===== src/rtl/rf_wb_arbiter_pkg.sv =====
// Shared types for the regfile writeback arbiter: widths, FSM state, buffer entry.
// Latency: n/a (types only).
// Backpressure: n/a (types only).
package rf_arb_pkg;

    localparam int XLEN       = 32;
    localparam int REG_ADDR_W = 5;
    localparam int NUM_REGS   = 32;

    typedef enum logic [1:0] {
        IDLE  = 2'd0,   // buffer empty, divider may hand over a result
        HOLD  = 2'd1,   // buffer full, waiting for a free write port
        FORCE = 2'd2    // pipeline frozen for one cycle so the buffer can retire
    } arb_state_t;

    typedef struct packed {
        logic [REG_ADDR_W-1:0] rd;
        logic [XLEN-1:0]       data;
    } buf_entry_t;

endpackage


===== src/rtl/rf_wb_arbiter_if.sv =====
// Bundles WB-stage, divider, decode-check and regfile-port signals of the arbiter.
// Latency: n/a (wiring only).
// Backpressure: divider result uses valid/ready; WB stage is held via pipe_stall.
// Modports: slave = arbiter side, master = environment (WB, divider, decode, regfile).
interface rf_wb_arbiter_if import rf_arb_pkg::*; ();

    logic                  pipe_we;
    logic [REG_ADDR_W-1:0] pipe_addr;
    logic [XLEN-1:0]       pipe_data;

    logic                  div_issue;
    logic [REG_ADDR_W-1:0] div_issue_rd;
    logic                  div_done_valid;
    logic                  div_done_ready;
    logic [REG_ADDR_W-1:0] div_done_rd;
    logic [XLEN-1:0]       div_done_data;

    logic [REG_ADDR_W-1:0] rs1_addr;
    logic [REG_ADDR_W-1:0] rs2_addr;
    logic [REG_ADDR_W-1:0] rd_chk_addr;
    logic                  rs1_busy;
    logic                  rs2_busy;
    logic                  rd_busy;

    logic                  pipe_stall;
    logic                  rd_we;
    logic [REG_ADDR_W-1:0] rd_addr;
    logic [XLEN-1:0]       rd_data_in;

    modport slave (
        input  pipe_we, pipe_addr, pipe_data,
        input  div_issue, div_issue_rd,
        input  div_done_valid, div_done_rd, div_done_data,
        output div_done_ready,
        input  rs1_addr, rs2_addr, rd_chk_addr,
        output rs1_busy, rs2_busy, rd_busy,
        output pipe_stall, rd_we, rd_addr, rd_data_in
    );

    modport master (
        output pipe_we, pipe_addr, pipe_data,
        output div_issue, div_issue_rd,
        output div_done_valid, div_done_rd, div_done_data,
        input  div_done_ready,
        output rs1_addr, rs2_addr, rd_chk_addr,
        input  rs1_busy, rs2_busy, rd_busy,
        input  pipe_stall, rd_we, rd_addr, rd_data_in
    );

endinterface


===== src/rtl/rf_wb_arbiter_scoreboard.sv =====
// Busy vector of registers with an outstanding divider result; set on issue, clear on retire.
// Latency: set/clear visible on read ports the cycle after; reads are combinational.
// Backpressure: none, accepts one set and one clear every cycle.
// Ports: set_vld_i/set_addr_i, clr_vld_i/clr_addr_i, three read addresses with busy outputs.
module rf_scoreboard import rf_arb_pkg::*; (
    input  logic                  clk,
    input  logic                  rst_n,
    input  logic                  set_vld_i,
    input  logic [REG_ADDR_W-1:0] set_addr_i,
    input  logic                  clr_vld_i,
    input  logic [REG_ADDR_W-1:0] clr_addr_i,
    input  logic [REG_ADDR_W-1:0] rs1_addr_i,
    input  logic [REG_ADDR_W-1:0] rs2_addr_i,
    input  logic [REG_ADDR_W-1:0] rdc_addr_i,
    output logic                  rs1_busy_o,
    output logic                  rs2_busy_o,
    output logic                  rdc_busy_o
);

    logic [NUM_REGS-1:0] busy_q;
    logic [NUM_REGS-1:0] busy_d;

    // Clear first, then set: a new issue to the register being retired keeps it busy.
    // x0 is hardwired, so it can never have a pending result.
    always_comb begin
        busy_d = busy_q;
        if (clr_vld_i) busy_d[clr_addr_i] = 1'b0;
        if (set_vld_i) busy_d[set_addr_i] = 1'b1;
        busy_d[0] = 1'b0;
    end

    always_ff @(posedge clk or negedge rst_n) begin
        if (!rst_n) busy_q <= '0;
        else        busy_q <= busy_d;
    end

    assign rs1_busy_o = busy_q[rs1_addr_i];
    assign rs2_busy_o = busy_q[rs2_addr_i];
    assign rdc_busy_o = busy_q[rdc_addr_i];

endmodule


===== src/rtl/rf_wb_arbiter.sv =====
// Shares the regfile write port between WB and the divider via a one-entry result buffer.
// Latency: buffered result written 1 cycle after handshake, at most MAX_WAIT+1 under WB contention.
// Backpressure: div_done_ready only when buffer empty; pipe_stall for one cycle to force a retirement.
// Ports: clk, rst_n (async active-low), bus (rf_wb_arbiter_if.slave). Param MAX_WAIT (1..15).
// Build option RF_ARB_BYPASS_EN: rs1/rs2 busy released in the retirement cycle itself.
module rf_wb_arbiter import rf_arb_pkg::*; #(
    parameter int MAX_WAIT = 4
) (
    input  logic          clk,
    input  logic          rst_n,
    rf_wb_arbiter_if.slave bus
);

    arb_state_t  state_q;
    logic [3:0]  wait_cnt_q;
    buf_entry_t  buf_q;

    logic hold_st;
    logic force_st;
    logic buf_is_x0;
    logic buf_drive;
    logic retire;
    logic clr_vld;
    logic sb_rs1_busy;
    logic sb_rs2_busy;

    assign hold_st   = (state_q == HOLD);
    assign force_st  = (state_q == FORCE);
    assign buf_is_x0 = (buf_q.rd == '0);

    // An x0 result is discarded after its single HOLD cycle, whoever owns the port.
    assign buf_drive = force_st || (hold_st && !bus.pipe_we && !buf_is_x0);
    assign retire    = force_st || (hold_st && (!bus.pipe_we || buf_is_x0));
    assign clr_vld   = retire && !buf_is_x0;

    assign bus.div_done_ready = (state_q == IDLE);
    assign bus.pipe_stall     = force_st;

    // Address/data are zeroed whenever no write happens so idle port reads as all-zero.
    always_comb begin
        bus.rd_we      = 1'b0;
        bus.rd_addr    = '0;
        bus.rd_data_in = '0;
        if (buf_drive) begin
            bus.rd_we      = !buf_is_x0;
            bus.rd_addr    = buf_is_x0 ? '0 : buf_q.rd;
            bus.rd_data_in = buf_is_x0 ? '0 : buf_q.data;
        end else if (bus.pipe_we && (bus.pipe_addr != '0)) begin
            bus.rd_we      = 1'b1;
            bus.rd_addr    = bus.pipe_addr;
            bus.rd_data_in = bus.pipe_data;
        end
    end

    always_ff @(posedge clk or negedge rst_n) begin
        if (!rst_n) begin
            state_q    <= IDLE;
            wait_cnt_q <= '0;
            buf_q      <= '0;
        end else begin
            case (state_q)
                IDLE: begin
                    wait_cnt_q <= '0;
                    if (bus.div_done_valid) begin
                        buf_q   <= '{rd: bus.div_done_rd, data: bus.div_done_data};
                        state_q <= HOLD;
                    end
                end
                HOLD: begin
                    if (retire) begin
                        state_q    <= IDLE;
                        wait_cnt_q <= '0;
                    end else begin
                        // Last lost arbitration: next cycle freezes WB and retires.
                        if (wait_cnt_q == 4'(MAX_WAIT - 1)) state_q <= FORCE;
                        wait_cnt_q <= wait_cnt_q + 4'd1;
                    end
                end
                FORCE: begin
                    state_q    <= IDLE;
                    wait_cnt_q <= '0;
                end
                default: begin
                    state_q    <= IDLE;
                    wait_cnt_q <= '0;
                end
            endcase
        end
    end

    rf_scoreboard u_scoreboard (
        .clk        (clk),
        .rst_n      (rst_n),
        .set_vld_i  (bus.div_issue),
        .set_addr_i (bus.div_issue_rd),
        .clr_vld_i  (clr_vld),
        .clr_addr_i (buf_q.rd),
        .rs1_addr_i (bus.rs1_addr),
        .rs2_addr_i (bus.rs2_addr),
        .rdc_addr_i (bus.rd_chk_addr),
        .rs1_busy_o (sb_rs1_busy),
        .rs2_busy_o (sb_rs2_busy),
        .rdc_busy_o (bus.rd_busy)
    );

`ifdef RF_ARB_BYPASS_EN
    // Operand reads of the register retiring now pick up the value via regfile forwarding.
    assign bus.rs1_busy = sb_rs1_busy && !(clr_vld && (bus.rs1_addr == buf_q.rd));
    assign bus.rs2_busy = sb_rs2_busy && !(clr_vld && (bus.rs2_addr == buf_q.rd));
`else
    assign bus.rs1_busy = sb_rs1_busy;
    assign bus.rs2_busy = sb_rs2_busy;
`endif

endmodule


===== src/flat_wrapper.sv =====
// flat-port wrapper written by rule: the top's interface ports become plain ports
module rf_wb_arbiter_flat import rf_arb_pkg::*;
#(
    parameter int MAX_WAIT = 4
)
  (clk, rst_n, bus_pipe_we, bus_pipe_addr, bus_pipe_data, bus_div_issue, bus_div_issue_rd, bus_div_done_valid, bus_div_done_rd, bus_div_done_data, bus_div_done_ready, bus_rs1_addr, bus_rs2_addr, bus_rd_chk_addr, bus_rs1_busy, bus_rs2_busy, bus_rd_busy, bus_pipe_stall, bus_rd_we, bus_rd_addr, bus_rd_data_in);
  rf_wb_arbiter_if bus_i ();
  input  logic clk;
  input  logic rst_n;
  input wire logic [$bits(bus_i.pipe_we)-1:0] bus_pipe_we;
  input wire logic [$bits(bus_i.pipe_addr)-1:0] bus_pipe_addr;
  input wire logic [$bits(bus_i.pipe_data)-1:0] bus_pipe_data;
  input wire logic [$bits(bus_i.div_issue)-1:0] bus_div_issue;
  input wire logic [$bits(bus_i.div_issue_rd)-1:0] bus_div_issue_rd;
  input wire logic [$bits(bus_i.div_done_valid)-1:0] bus_div_done_valid;
  input wire logic [$bits(bus_i.div_done_rd)-1:0] bus_div_done_rd;
  input wire logic [$bits(bus_i.div_done_data)-1:0] bus_div_done_data;
  output wire logic [$bits(bus_i.div_done_ready)-1:0] bus_div_done_ready;
  input wire logic [$bits(bus_i.rs1_addr)-1:0] bus_rs1_addr;
  input wire logic [$bits(bus_i.rs2_addr)-1:0] bus_rs2_addr;
  input wire logic [$bits(bus_i.rd_chk_addr)-1:0] bus_rd_chk_addr;
  output wire logic [$bits(bus_i.rs1_busy)-1:0] bus_rs1_busy;
  output wire logic [$bits(bus_i.rs2_busy)-1:0] bus_rs2_busy;
  output wire logic [$bits(bus_i.rd_busy)-1:0] bus_rd_busy;
  output wire logic [$bits(bus_i.pipe_stall)-1:0] bus_pipe_stall;
  output wire logic [$bits(bus_i.rd_we)-1:0] bus_rd_we;
  output wire logic [$bits(bus_i.rd_addr)-1:0] bus_rd_addr;
  output wire logic [$bits(bus_i.rd_data_in)-1:0] bus_rd_data_in;
  assign bus_i.pipe_we = bus_pipe_we;
  assign bus_i.pipe_addr = bus_pipe_addr;
  assign bus_i.pipe_data = bus_pipe_data;
  assign bus_i.div_issue = bus_div_issue;
  assign bus_i.div_issue_rd = bus_div_issue_rd;
  assign bus_i.div_done_valid = bus_div_done_valid;
  assign bus_i.div_done_rd = bus_div_done_rd;
  assign bus_i.div_done_data = bus_div_done_data;
  assign bus_div_done_ready = bus_i.div_done_ready;
  assign bus_i.rs1_addr = bus_rs1_addr;
  assign bus_i.rs2_addr = bus_rs2_addr;
  assign bus_i.rd_chk_addr = bus_rd_chk_addr;
  assign bus_rs1_busy = bus_i.rs1_busy;
  assign bus_rs2_busy = bus_i.rs2_busy;
  assign bus_rd_busy = bus_i.rd_busy;
  assign bus_pipe_stall = bus_i.pipe_stall;
  assign bus_rd_we = bus_i.rd_we;
  assign bus_rd_addr = bus_i.rd_addr;
  assign bus_rd_data_in = bus_i.rd_data_in;
  rf_wb_arbiter #(.MAX_WAIT(MAX_WAIT)) u_core (.clk(clk), .rst_n(rst_n), .bus(bus_i));
endmodule

===== config.mk =====
export PLATFORM = sky130hd
export DESIGN_NAME = rf_wb_arbiter_flat
export DESIGN_NICKNAME = d
export VERILOG_FILES = /design/src/rtl/rf_wb_arbiter_pkg.sv /design/src/rtl/rf_wb_arbiter_if.sv /design/src/rtl/rf_wb_arbiter_scoreboard.sv /design/src/rtl/rf_wb_arbiter.sv /design/src/flat_wrapper.sv
export SDC_FILE = /design/constraint.sdc
export NUM_CORES = 1
export LEC_CHECK = 0
export ABC_CLOCK_PERIOD_IN_PS = 2950
export CAP_MARGIN = 25
export CORE_ASPECT_RATIO = 0.9
export CORE_UTILIZATION = 45
export CTS_CLUSTER_SIZE = 25
export DETAILED_ROUTE_END_ITERATION = 6
export PLACE_DENSITY = 0.91
export SETUP_SLACK_MARGIN = 0.2
export SLEW_MARGIN = 20
export SYNTH_ARGS = -nofsm -noshare
export SYNTH_HDL_FRONTEND = slang
export SYNTH_SLANG_ARGS = --single-unit

===== constraint.sdc =====
create_clock -name clk -period 2.95 [get_ports clk]
set_input_delay 0.59 -clock clk [delete_from_list [all_inputs] [get_ports clk]]
set_output_delay 0.59 -clock clk [all_outputs]
set_load 0.02 [all_outputs]

; Yosys cells after proc, flatten, opt, wreduce, memory -nomap -nowiden
; Index checks and enable logic that the tools add are counted.
[op_classes]
add_sub_neg = 1
n_mul = 0
n_div = 0
n_lt_le_gt_ge = 7
eq_ne = 5
shifts = 0
n_mux = 26
n_bitwise = 3
n_reduce_logical = 17
[op_table]
columns = op, n
row1 = two-way mux 32 bit, 5
row2 = AND 32 bit, 1
row3 = inverter 32 bit, 1
row4 = bitwise OR 32 bit, 1
row5 = "less-than comparator 5 x 6 -> 1 bit, second input constant", 5
row6 = binary-select mux 1 bit (select 5 bit), 3
row7 = two-way mux 5 bit, 3
row8 = demux 1 bit (select 5 bit), 2
row9 = ">= comparator 5 x 1 -> 1 bit, second input constant", 2
row10 = two-way mux 4 bit, 2
row11 = logical AND 1 bit, 7
row12 = two-way mux 1 bit, 7
row13 = two-way mux 2 bit, 3
row14 = logical NOT 5 bit, 1
row15 = nonzero test 5 bit, 1
row16 = "adder 4 x 1 -> 4 bit, second input constant", 1
row17 = "== test 4 x 2 -> 1 bit, second input constant", 1
row18 = case mux 2 bit (2 select lines), 1
row19 = AND reduction 2 bit, 2
row20 = logical OR 1 bit, 3
row21 = "inequality test 3 bit, second input constant", 1
row22 = "== test 2 x 1 -> 1 bit, second input constant", 1
row23 = "== test 2 bit, second input constant", 1
row24 = logical NOT 1 bit, 2
row25 = 2 further kinds, 2
[word_totals]
register_bits = 74
latchBits = 0
mem_bits_rw = 0
rom_bits = 0
in_bits = 99
out_inout_bits = 43
word_cells = 64
memories = 0

; Logic depth before layout (Yosys ltp)
[logic_depth]
word_depth = 9
ltp_mapped = 7
ltp_nobuf = 5

; Modules after synthesis
; A second synthesis with hierarchy kept.
[unflattened]
hier_cells = 383
hier_area_um2 = 4234.1
[by_module_without_submodules]
columns = mod, n_inst, cells_per_inst, area_each_um2, seq_area_each_um2
row1 = rf_scoreboard, 1, 229, 2174.6, 775.7
row2 = rf_wb_arbiter, 1, 154, 2059.5, 1076.0

; Worst setup path after synthesis
; No wires, ideal clock.
[synth_path]
kind = input-to-output
start = input port bus_rd_chk_addr[0]
end = output port bus_rd_busy
arrival_time_ns = 1.861
required_time_ns = 2.360
slack_ns = 0.499
path_stages = 5
path_buffers = 1
cell_sequence = clkbuf_1 mux4_2 nand2b_1 o211ai_1 nand4_1
[synth_between]
elab_chain_cells = 2
[synth_lines]
columns = item, line_no
row1 = from (decl), flat_wrapper.sv:21  ; input wire logic [$bits(bus_i.rd_chk_addr)-1:0] bus_rd_chk_addr;
row2 = binary-select mux 1 bit (select 5 bit), rf_wb_arbiter_scoreboard.sv:39  ; assign rdc_busy_o = busy_q[rdc_addr_i];
row3 = two-way mux 1 bit (implied by the code), rf_wb_arbiter_scoreboard.sv:39
row4 = to (decl), flat_wrapper.sv:24  ; output wire logic [$bits(bus_i.rd_busy)-1:0] bus_rd_busy;
; No other way between the ends. The select of a mux whose other input is x is not followed.

; Worst setup path in the final report
[layout_path]
start = input port bus_pipe_we
end = output port bus_rd_data_in[16]
[layout_between]
elab_chain_cells = 5
word_cells_on_any_way = 7
cone_classes = mux: 2 / reduce/logical: 5
[layout_lines]
columns = item, line_no
row1 = from (decl), flat_wrapper.sv:10  ; input wire logic [$bits(bus_i.pipe_we)-1:0] bus_pipe_we;
row2 = logical NOT 1 bit, rf_wb_arbiter.sv:32  ; assign buf_drive = force_st || (hold_st && !bus.pipe_we && !buf_is_x0);
row3 = logical AND 1 bit (2 in series), rf_wb_arbiter.sv:32
row4 = logical OR 1 bit, rf_wb_arbiter.sv:32
row5 = two-way mux 32 bit *, rf_wb_arbiter.sv:44  ; if (buf_drive) begin
row6 = to (decl), flat_wrapper.sv:28  ; output wire logic [$bits(bus_i.rd_data_in)-1:0] bus_rd_data_in;
; Every way passes the cells marked *; elsewhere a longest branch is shown, timed or not.

==> impl_metrics.py <==
metrics = {
    "outcome": {
        "outcome": "complete, no violations",
    },
    "grt": {
        "grt_max_degree": 75,
        "grt_pass1_vias": 4233,
        "overflow": 0,
        "antenna_found_initial": 0,
        "busiest_layer": "met2",
        "grtUsageMet2": 0.4830,
        "grt_use_total": 0.2834,
        "grt_first_pass_wirelength_mm": 21.64,
        "grt_use_met3": 0.06425,
        "grt.met1_usage": 0.3423,
    },
    "synthesis": {
        "synth_common_cells": "dfrtp_1 (74), a22o_1 (50), mux2_2 (35), o21ai_0 (35), mux2i_1 (27)",
        "synth-simple-area-share": 0.1264,
        "yosysTopAreaCell": "dfrtp_1",
        "synth-xor-area-share": 0.004031,
        "seq_area_frac_synth": 0.4261,
        "yosys.area.top_type_share": 0.4261,
        "ys_ff_latch": 74,
        "syn_nets": 502,
        "synthDistinctLibCells": 44,
        "synth_mux_area_frac": 0.1995,
        "synthFlopType": "dfrtp_1",
        "synth_edf_count": 0,
        "synthAdderAreaFrac": 0.002879,
        "ys_warn_count": 0,
        "yosys-top-cells-area": "dfrtp_1 (43%), a22o_1 (10%), mux2_2 (9.1%), mux2i_1 (6.2%), mux4_2 (4.7%)",
        "syn_inst": 402,
        "syn-cell-area_um2": 4345,
        "synthArstFlopShare": 1.000,
        "synth_top_family_by_area": "compound AO/OA/AOI/OAI gates",
        "synth_most_common_cell": "dfrtp_1",
        "synth_compound_area_frac": 0.2033,
        "syn_area_per_cell_um2": 10.81,
    },
    "drt": {
        "wl_mm": 13.76,
        "drc": 0,
        "wire_per_inst_um": 19.89,
        "viasPerCell": 5.978,
        "first_iter_violations": 233,
        "ant_nets": 0,
        "dr_total_vias": 4137,
        "dr.pass1.iters": 5,
    },
    "floorplan": {
        "pin_count": 142,
        "core_um2": 9249,
        "die_x_um": 105.6,
        "die_h_um": 95.23,
        "start_util": 0.4698,
        "rows": 33,
        "dieArea_um2": 10050,
    },
    "final_layout": {
        "num-nets-final": 667,
        "area.growth.synth_to_final_pct": 42.84,
        "nFillCells": 666,
        "antennaDiodeCount": 0,
        "fin_cells": 692,
        "final_area_um2": 6207,
        "drive_gt1_frac": 0.2667,
    },
    "place": {
        "placedCellCount": 669,
        "portBuffers": 141,
        "post-dp-hpwl_mm": 10.24,
        "place_area_um2": 6063,
        "gp_congestion": 0.8982,
    },
    "timing": {
        "finClkSkew_ns": 0.01253,
        "period_share": 0.9223,
        "setup_viol": 0,
        "finalMaxSlewViolations": 0,
        "layout_min_cycle_time_ns": 2.721,
        "fmax_mhz": 367.5,
        "relSlewSlack": 0.6479,
        "hold_violations": 0,
        "rsz0062_at_grt": "yes",
        "worstMarginPinSlew_ns": 0.5226,
        "whs_ns": 0.2589,
    },
    "critical_path": {
        "cpLargestDelayFamily": "buffers and inverters",
        "start_kind": "primary input",
        "crit_path_top_delay_cell": "or3b_4",
        "critPathArrivalTime_ns": 2.13,
        "worstPathCellList": "dlygate4sd2_1 -> or3b_4 -> nand2_2 -> and2_4 -> buf_4 -> a22o_1 -> clkdlybuf4s15_1",
        "reg2reg_depth": 4,
        "worstPathMaxFanout": 10,
        "cp.required_ns": 2.36,
        "cp-end-kind": "primary output",
        "slowest_delay_ns": 0.41,
        "path_buf_inv": 3,
        "cp_num_cells": 7,
        "crit_type": "primary input to primary output",
    },
    "clock_tree": {
        "root_buffer": "clkbuf_8",
        "clkTransAtPathRegs_ns": 0.07,
        "htreeDepth": 3,
        "clock_path_buffers": 2,
        "cts_tree": "built",
        "clkSinkCount": 74,
        "worstSkewPairLatency_ns": 0.36,
        "numCtsBuffers": 9,
    },
    "run": {
        "cap_viol_max_count": 0,
    },
    "power": {
        "peakVddDrop_v": 0.0004001,
        "power_density_nw_per_um2": 644.4,
        "leakage_uw": 0.002719,
    },
    "min_path": {
        "hp-class": "primary input to async pin",
    },
}
## path summary, 6_finish.rpt
check,end,slack [ns],startpoint
setup / recovery,bus_rd_data_in[16],0.23,bus_pipe_we
hold / removal,u_core.buf_q[2],0.26,rst_n
setup reg to reg,u_core.buf_q[30],1.04,u_core.state_q[1]
hold reg to reg,u_core.wait_cnt_q[0],0.49,u_core.wait_cnt_q[0]
max in group asynchronous,u_core.u_scoreboard.busy_q[17],2.39,rst_n
min in group clk,u_core.wait_cnt_q[0],0.49,u_core.wait_cnt_q[0]
## cell type report
class	instances	area [um2]	area share
sequential	74	1852	0.2983
multi-input combinational	295	2377	0.3830
tap	122	152.6	0.02459
clock inverter	4	52.55	0.008466
timing repair buffer	179	1605	0.2586
clock buffer	10	137.6	0.02217
inverter	8	30.03	0.004838
## layout by cell type (no fill, tap or decap), drive strengths merged, types with 9 or more instances in the layout
cell and n:
a21oi 10, a22o 50, buf 64, clkbuf 22, clkdlybuf4s50 93, dfrtp 74, inv 9, mux2 35
mux2i 27, mux4 9, nand2 22, nand3 18, nor2 14, nor3b 9, o21ai 35
## metrics by stage
step           TNS, ns    util  worst slack [ns]  power, uW
4_1_cts              0  0.6787            0.2050       3991
5_1_grt              0  0.6711            0.1715       4182
3_5_place_dp    -11.80  0.6556           -0.3611       3213
6_report             0  0.6711            0.2292       4000
3_3_place_gp    -10.07  0.6556           -0.3287       3138
2_1_floorplan        0       -            0.4992       2512
## kinds of logic (layout without fill, tap and decap cells)
group / Yosys count / in the layout
AND/OR/NAND/NOR: 100 / 100
buffers and inverters: 33 / 201
XOR/XNOR: 2 / 2
AO/OA/AOI/OAI: 121 / 121
flip-flops: 74 / 74
multiplexers: 71 / 71
adder cells (fa/ha/maj): 1 / 1
## what timing repair did
item / CTS / global route
hold buffers: 0 / 0
gates resized for setup: 136 / 29
setup buffers: 4 / 4
endpoints found under the setup margin: 41 / 22
pin swaps: 3 / 2
gates cloned: 1 / 0
## flip-flops by register name, summed over array words and instances, names as in the netlist
signal / count
u_core.u_scoreboard.busy_q: 31
u_core.state_q: 2
u_core.buf_q: 37
u_core.wait_cnt_q: 4
## power breakdown
part | leakage (uW) | internal [uW] | switching [uW]
Sequential | 0.000877 | 1340 | 362
Clock | 0.0000986 | 408 | 380
Combinational | 0.00174 | 822 | 684
Total | 0.00272 | 2570 | 1430
## layer usage
layer / share of wire / wire length, um
met5: 0 / 0
met4: 0.030 / 408
met3: 0.070 / 967
met2: 0.50 / 6823
met1: 0.40 / 5563
Power figures use the tool's default switching activity.
